<file path="config.mk">
export PLATFORM = sky130hd
export DESIGN_NAME = udp_rx_port_filter
export DESIGN_NICKNAME = d
export VERILOG_FILES = /design/src/rtl/udp_rx_port_filter.sv
export SDC_FILE = /design/constraint.sdc
export NUM_CORES = 1
export LEC_CHECK = 0
export CAP_MARGIN = 15
export CORE_AREA = 2 2 106 185
export CTS_BUF_LIST = sky130_fd_sc_hd__clkbuf_8
export CTS_CLUSTER_SIZE = 28
export DETAILED_ROUTE_END_ITERATION = 12
export DIE_AREA = 0 0 108 187
export PLACE_DENSITY = 0.74
export SLEW_MARGIN = 15
export SYNTH_ARGS = -nofsm -noshare
export SYNTH_HDL_FRONTEND = slang
export SYNTH_SLANG_ARGS = --single-unit
</file>
<file path="constraint.sdc">
create_clock -name clk -period 6.69 [get_ports clk]
set_input_delay 1.0035 -clock clk [delete_from_list [all_inputs] [get_ports clk]]
set_output_delay 1.0035 -clock clk [all_outputs]
set_load 0.05 [all_outputs]
</file>
<file path="src/rtl/udp_rx_port_filter.sv">
// UDP receive stage: parses the 8-byte UDP header from an IP payload stream,
// filters on protocol/port/length and forwards a length-trimmed payload.
module udp_rx_port_filter #(
  parameter int ENABLE_PORT_FILTER = 1
) (
  input  logic        clk,
  input  logic        rst,
  input  logic        s_ip_hdr_valid,
  output logic        s_ip_hdr_ready,
  input  logic [7:0]  s_ip_protocol,
  input  logic [15:0] s_ip_length,
  input  logic [31:0] s_ip_source_ip,
  input  logic [31:0] s_ip_dest_ip,
  input  logic [7:0]  s_ip_payload_axis_tdata,
  input  logic        s_ip_payload_axis_tvalid,
  output logic        s_ip_payload_axis_tready,
  input  logic        s_ip_payload_axis_tlast,
  input  logic        s_ip_payload_axis_tuser,
  input  logic [15:0] listen_port,
  output logic        m_udp_hdr_valid,
  input  logic        m_udp_hdr_ready,
  output logic [31:0] m_udp_source_ip,
  output logic [31:0] m_udp_dest_ip,
  output logic [15:0] m_udp_source_port,
  output logic [15:0] m_udp_dest_port,
  output logic [15:0] m_udp_length,
  output logic [7:0]  m_udp_payload_axis_tdata,
  output logic        m_udp_payload_axis_tvalid,
  input  logic        m_udp_payload_axis_tready,
  output logic        m_udp_payload_axis_tlast,
  output logic        m_udp_payload_axis_tuser,
  output logic        drop_pulse,
  output logic [15:0] drop_count
);

  localparam logic [7:0] PROTO_UDP = 8'd17;

  typedef enum logic [2:0] {IDLE, HDR, OUTHDR, PAYLOAD, DROP} state_t;

  state_t      r_state;
  logic        r_hdr_ready;
  logic        r_hdr_valid;
  logic [2:0]  r_byte_cnt;
  logic [15:0] r_ip_length;
  logic [31:0] r_src_ip;
  logic [31:0] r_dst_ip;
  logic [15:0] r_src_port;
  logic [15:0] r_dst_port;
  logic [15:0] r_udp_len;
  logic [15:0] r_remaining;
  logic        r_drop_pulse;
  logic [15:0] r_drop_count;

  logic w_in_payload;
  logic w_s_tready;
  logic w_beat;
  logic w_rem_last;
  logic w_len_ok;
  logic w_port_ok;

  assign w_in_payload = (r_state == PAYLOAD);
  assign w_s_tready   = (r_state == HDR) || (r_state == DROP) ||
                        (w_in_payload && m_udp_payload_axis_tready);
  assign w_beat       = s_ip_payload_axis_tvalid && w_s_tready;
  assign w_rem_last   = (r_remaining == 16'd1);
  // 17-bit compare so a short IP length cannot underflow into a huge limit
  assign w_len_ok     = (r_udp_len >= 16'd9) &&
                        (({1'b0, r_udp_len} + 17'd20) <= {1'b0, r_ip_length});
  assign w_port_ok    = (ENABLE_PORT_FILTER == 0) || (r_dst_port == listen_port);

  assign s_ip_hdr_ready           = r_hdr_ready;
  assign s_ip_payload_axis_tready = w_s_tready;
  assign m_udp_hdr_valid          = r_hdr_valid;
  assign m_udp_source_ip          = r_src_ip;
  assign m_udp_dest_ip            = r_dst_ip;
  assign m_udp_source_port        = r_src_port;
  assign m_udp_dest_port          = r_dst_port;
  assign m_udp_length             = r_udp_len;
  assign drop_pulse               = r_drop_pulse;
  assign drop_count               = r_drop_count;

  assign m_udp_payload_axis_tdata  = w_in_payload ? s_ip_payload_axis_tdata : 8'd0;
  assign m_udp_payload_axis_tvalid = w_in_payload && s_ip_payload_axis_tvalid;
  assign m_udp_payload_axis_tlast  = w_in_payload && (s_ip_payload_axis_tlast || w_rem_last);
  // Early tlast means the datagram was truncated upstream: flag it as errored
  assign m_udp_payload_axis_tuser  = w_in_payload &&
                                     (s_ip_payload_axis_tuser ||
                                      (s_ip_payload_axis_tlast && !w_rem_last));

  always_ff @(posedge clk or posedge rst) begin
    if (rst) begin
      r_state      <= IDLE;
      r_hdr_ready  <= 1'b0;
      r_hdr_valid  <= 1'b0;
      r_byte_cnt   <= 3'd0;
      r_ip_length  <= 16'd0;
      r_src_ip     <= 32'd0;
      r_dst_ip     <= 32'd0;
      r_src_port   <= 16'd0;
      r_dst_port   <= 16'd0;
      r_udp_len    <= 16'd0;
      r_remaining  <= 16'd0;
      r_drop_pulse <= 1'b0;
      r_drop_count <= 16'd0;
    end else begin
      r_drop_pulse <= 1'b0;
      if (r_drop_pulse && (r_drop_count != 16'hFFFF)) begin
        r_drop_count <= r_drop_count + 16'd1;
      end
      case (r_state)
        IDLE: begin
          if (!r_hdr_ready) begin
            r_hdr_ready <= 1'b1;
          end else if (s_ip_hdr_valid) begin
            r_hdr_ready <= 1'b0;
            r_src_ip    <= s_ip_source_ip;
            r_dst_ip    <= s_ip_dest_ip;
            r_ip_length <= s_ip_length;
            r_byte_cnt  <= 3'd0;
            if (s_ip_protocol == PROTO_UDP) begin
              r_state <= HDR;
            end else begin
              r_state      <= DROP;
              r_drop_pulse <= 1'b1;
            end
          end
        end
        HDR: begin
          if (w_beat) begin
            r_byte_cnt <= r_byte_cnt + 3'd1;
            case (r_byte_cnt)
              3'd0: r_src_port[15:8] <= s_ip_payload_axis_tdata;
              3'd1: r_src_port[7:0]  <= s_ip_payload_axis_tdata;
              3'd2: r_dst_port[15:8] <= s_ip_payload_axis_tdata;
              3'd3: r_dst_port[7:0]  <= s_ip_payload_axis_tdata;
              3'd4: r_udp_len[15:8]  <= s_ip_payload_axis_tdata;
              3'd5: r_udp_len[7:0]   <= s_ip_payload_axis_tdata;
              default: ;
            endcase
            if (r_byte_cnt == 3'd7) begin
              if (w_len_ok && w_port_ok && !s_ip_payload_axis_tlast) begin
                r_state     <= OUTHDR;
                r_hdr_valid <= 1'b1;
              end else begin
                r_drop_pulse <= 1'b1;
                if (s_ip_payload_axis_tlast) begin
                  r_state     <= IDLE;
                  r_hdr_ready <= 1'b1;
                end else begin
                  r_state <= DROP;
                end
              end
            end else if (s_ip_payload_axis_tlast) begin
              r_drop_pulse <= 1'b1;
              r_state      <= IDLE;
              r_hdr_ready  <= 1'b1;
            end
          end
        end
        OUTHDR: begin
          if (m_udp_hdr_ready) begin
            r_hdr_valid <= 1'b0;
            r_remaining <= r_udp_len - 16'd8;
            r_state     <= PAYLOAD;
          end
        end
        PAYLOAD: begin
          if (w_beat) begin
            if (w_rem_last) begin
              // Bytes beyond the UDP length are Ethernet padding: swallow them
              if (s_ip_payload_axis_tlast) begin
                r_state     <= IDLE;
                r_hdr_ready <= 1'b1;
              end else begin
                r_state <= DROP;
              end
            end else if (s_ip_payload_axis_tlast) begin
              r_drop_pulse <= 1'b1;
              r_state      <= IDLE;
              r_hdr_ready  <= 1'b1;
            end else begin
              r_remaining <= r_remaining - 16'd1;
            end
          end
        end
        DROP: begin
          if (w_beat && s_ip_payload_axis_tlast) begin
            r_state     <= IDLE;
            r_hdr_ready <= 1'b1;
          end
        end
        default: begin
          r_state     <= IDLE;
          r_hdr_ready <= 1'b0;
        end
      endcase
    end
  end

endmodule

</file>
==> PnR_summary.wiki <==
{| class="wikitable"
! Metric !! Value
|-
| Result of the run || complete, no violations
|-
| Count of TritonRoute iterations in the first routing pass || 5
|-
| Number of placed I/O pins || 263
|-
| Worst-case setup margin in the final layout || 1.93 ns
|-
| Launching point of the worst reg2reg path || m_udp_length[4]
|-
| Wire length of the first global-routing pass || 36.8 mm
|-
| Cell class contributing the biggest share of worst-path delay || simple AND/OR/NAND/NOR gates
|-
| Final count of hold timing violations || 0
|-
| DRC marker count from the first detailed-route iteration || 218
|-
| Placed instance count || 1207
|-
| Net count reported at finish || 1134
|-
| Flip-flop and latch count after synthesis || 169
|-
| Cell area after placement || 11100 µm²
|-
| Maximum number of pins on one net before global-route repair || 109
|-
| Share of cells above drive strength 1 || 16.3%
|-
| Number of resized instances in the post-cts repair step || 0
|-
| CP Capture Type || output port
|-
| Max-slew violation total from the final report || 0
|-
| Initial antenna violation count || 0
|-
| Via-to-Cell Ratio || 5.44
|-
| Synthesis-to-finish area growth || 39.2%
|-
| Delay of the slowest cell on the worst path || 0.83 ns
|-
| Number of setup buffers added after CTS || 0
|-
| Total Die Area || 20200 µm²
|-
| Max Clk Rate || 210 MHz
|-
| Clock tree from TritonCTS || done
|-
| Number of buffers added by the clock tree synthesis step || 17
|-
| Library cell contributing the largest single delay on the critical path || sky130_fd_sc_hd__clkdlybuf4s50_1
|-
| Number of buffer and inverter stages on the critical path || 1
|-
| Design area || 11600 µm²
|-
| Clock latency on the worst-skew pair || 0.47 ns
|-
| CORE AREA || 18900 µm²
|-
| Setup slack on the worst flop-to-flop path || 2.81 ns
|-
| Final worst path period share || 71.1%
|-
| Most common cell after layout, fill and taps aside || sky130_fd_sc_hd__clkdlybuf4s50_1
|-
| Required time worst endpoint || 5.69 ns
|-
| Y dimension of the die || 187 µm
|-
| Total overflow reported by the global router || 0
|-
| Number of clock sinks seen by CTS || 169
|-
| CP Max Fanout || 26
|-
| Top_reg_cell synth || sky130_fd_sc_hd__dfrtp_1
|-
| Sum of negative setup slack || 0 ns
|-
| Instance count of the mapped netlist || 733
|-
| Final std cells w/o fill || 1238
|-
| Path depth of the worst reg2reg path || 13
|-
| Die X-Extent || 108 µm
|-
| Worst reg2reg endpoint || drop_pulse
|-
| Initial Utilization || 44.1%
|-
| Asr flop ratio synth || 100%
|-
| Cell chosen for the clock root || sky130_fd_sc_hd__clkbuf_8
|-
| Number of core rows || 67
|-
| Number of buffers added on ports || 262
|-
| Final period demand of the worst path || 4.76 ns
|-
| Maximum vdd drop || 0.000358 V
|-
| DRC viols || 0
|-
| Sequential-to-total area share from yosys stat || 50.8%
|-
| Worst clock skew || 0.0103 ns
|-
| Antenna diode instance count || 0
|-
| Syn_area_per_cell || 11.4 µm²
|-
| P_leak || 0.00506 µW
|-
| Slew headroom || 33.5%
|-
| Number of gates on the worst path with buffers counted || 4
|-
| Most frequent cells in the layout || 262 x sky130_fd_sc_hd__clkdlybuf4s50_1, 169 x sky130_fd_sc_hd__dfrtp_1, 116 x sky130_fd_sc_hd__mux2_2
|-
| Via count of the first global-routing pass || 6910
|-
| Worst setup slack before clock tree synthesis || 2.47 ns
|-
| Most Frequent Cell on Critical Path || sky130_fd_sc_hd__and2_1
|-
| CTS H-tree lvls || 4
|-
| Power per Cell Area || 502 nW/µm²
|-
| Count of nets left with antenna violations after detail routing || 0
|-
| Longest Clk Path Bufs || 2
|-
| Number of nets in the synthesized netlist || 882
|-
| Overall track demand over capacity in global routing || 23.8%
|-
| Count of synthesis-stage warnings from yosys || 0
|-
| Number of setup violations in the final report || 0
|-
| Reg clk slew, reported paths || 0.09 ns
|-
| GPL Wtd Cong || 0.911
|-
| Distinct cell type count after synthesis || 59
|-
| Max-cap violation count || 0
|-
| CP Class || flip-flop to output port
|-
| Critical path launch point type || flip-flop
|-
| Endpoint of the most critical setup path || m_udp_payload_axis_tlast
|-
| Path type of the worst min-delay path || flip-flop to flip-flop
|-
| Routed via count || 6733
|-
| Post-CTS Hold Buffers || 0
|-
| Unrepaired setup endpoints after global routing || false
|-
| Final HPWL DP || 17.4 mm
|-
| Data arrival time at the worst-slack endpoint || 3.75 ns
|-
| Total length of routed wires || 23.2 mm
|-
| Crit path launch || r_state[0]
|-
| CP Cell Sequence || nor2b_1 -> and2_1 -> and2_1 -> clkdlybuf4s50_1
|-
| Mean routed wirelength per cell || 18.7 µm
|-
| Number of enable flip-flop cells after synthesis || 0
|-
| Actual transition at the worst max-transition pin || 0.998 ns
|-
| Netlist area before placement || 8320 µm²
|}
[cell families (layout without fill, tap and decap cells)]
group	after synthesis	after routing	synth area share [%]
xor gates and xnor gates	53	53	5.58
and+or+nand+nor	190	190	11.6
adders and majority gates	29	29	4.36
DFF	169	169	50.8
buffers and inverters	64	328	3.20
AOI/OAI and AO/OA	111	111	8.60
muxes	117	117	15.8
[Yosys cell counts (3+ instances only)]
cell type / count / share of area (%)
sky130_fd_sc_hd__nand2_1: 64 / 2.9
sky130_fd_sc_hd__inv_1: 30 / 1.4
sky130_fd_sc_hd__o21ai_0: 41 / 2.5
sky130_fd_sc_hd__nor4_1: 14 / 1.1
sky130_fd_sc_hd__buf_2: 7 / 0.42
sky130_fd_sc_hd__a22o_1: 6 / 0.63
sky130_fd_sc_hd__o31ai_1: 3 / 0.27
sky130_fd_sc_hd__o22a_1: 3 / 0.32
sky130_fd_sc_hd__nor2_1: 32 / 1.4
sky130_fd_sc_hd__nand3_1: 15 / 0.90
sky130_fd_sc_hd__xor2_1: 27 / 2.8
sky130_fd_sc_hd__nand2b_1: 5 / 0.38
sky130_fd_sc_hd__and3_1: 12 / 0.90
sky130_fd_sc_hd__mux2_2: 116 / 16
sky130_fd_sc_hd__and2_1: 4 / 0.30
sky130_fd_sc_hd__nand4_1: 12 / 0.90
sky130_fd_sc_hd__dfrtp_1: 169 / 51
sky130_fd_sc_hd__a21o_1: 3 / 0.27
sky130_fd_sc_hd__clkbuf_1: 22 / 0.99
sky130_fd_sc_hd__nor3_1: 9 / 0.54
sky130_fd_sc_hd__nor3b_1: 4 / 0.36
sky130_fd_sc_hd__a21oi_1: 23 / 1.4
sky130_fd_sc_hd__xnor2_1: 26 / 2.7
sky130_fd_sc_hd__o32ai_1: 4 / 0.42
sky130_fd_sc_hd__a22oi_1: 3 / 0.27
sky130_fd_sc_hd__ha_1: 29 / 4.4
sky130_fd_sc_hd__a211o_1: 3 / 0.32
[metal layers]
layer | up-vias | share of wire [%] | track usage [%]
met5 | - | 0 | 0
met2 | 261 | 54 | 41.8
li1 | 3104 | - | -
met1 | 3314 | 36 | 26.7
met4 | 0 | 3.8 | 10.7
met3 | 54 | 6.1 | 5.85
[metrics by stage]
step | utilization [%] | hold WS, ns | power, µW
after detailed placement | 59.1 | 0.491 | 5030
final | 61.4 | 0.501 | 5820
after global placement | 59.1 | 0.477 | 4980
after floorplan | - | 0.474 | 3950
after global routing | 61.4 | 0.521 | 6120
after CTS | 61.4 | 0.507 | 5860
[final cells by class]
class                      count  area [µm²]
clock buffer                  19         262
clock inverter                12         175
fill                        1599        7280
inverter                      30         118
multi-input combinational    500        3840
sequential                   169        4230
tap                          241         302
timing repair buffer         267        2660
[power breakdown]
group	switching (µW)	total, µW	internal (µW)
registers	329	1760	1430
clock network	381	804	423
logic	2020	3250	1240
[state kept, by name, indices dropped and copies added, names as in the netlist]
name               flops
r_remaining           16
m_udp_dest_ip         32
drop_count            16
s_ip_hdr_ready         1
drop_pulse             1
m_udp_source_ip       32
m_udp_hdr_valid        1
r_byte_cnt             3
r_ip_length           16
m_udp_length          16
r_state                3
m_udp_source_port     16
m_udp_dest_port       16
[worst min path at each step]
stage | cells after the start | end | from
floorplan | 1 | r_remaining[9] | r_remaining[9]
global placement | 1 | drop_count[12] | drop_count[12]
detailed placement | 1 | drop_count[9] | drop_count[9]
CTS | 1 | drop_count[9] | drop_count[9]
global route | 1 | drop_count[9] | drop_count[9]
finish | 1 | drop_count[9] | drop_count[9]
No activity file was read; power rests on OpenSTA's default activity.
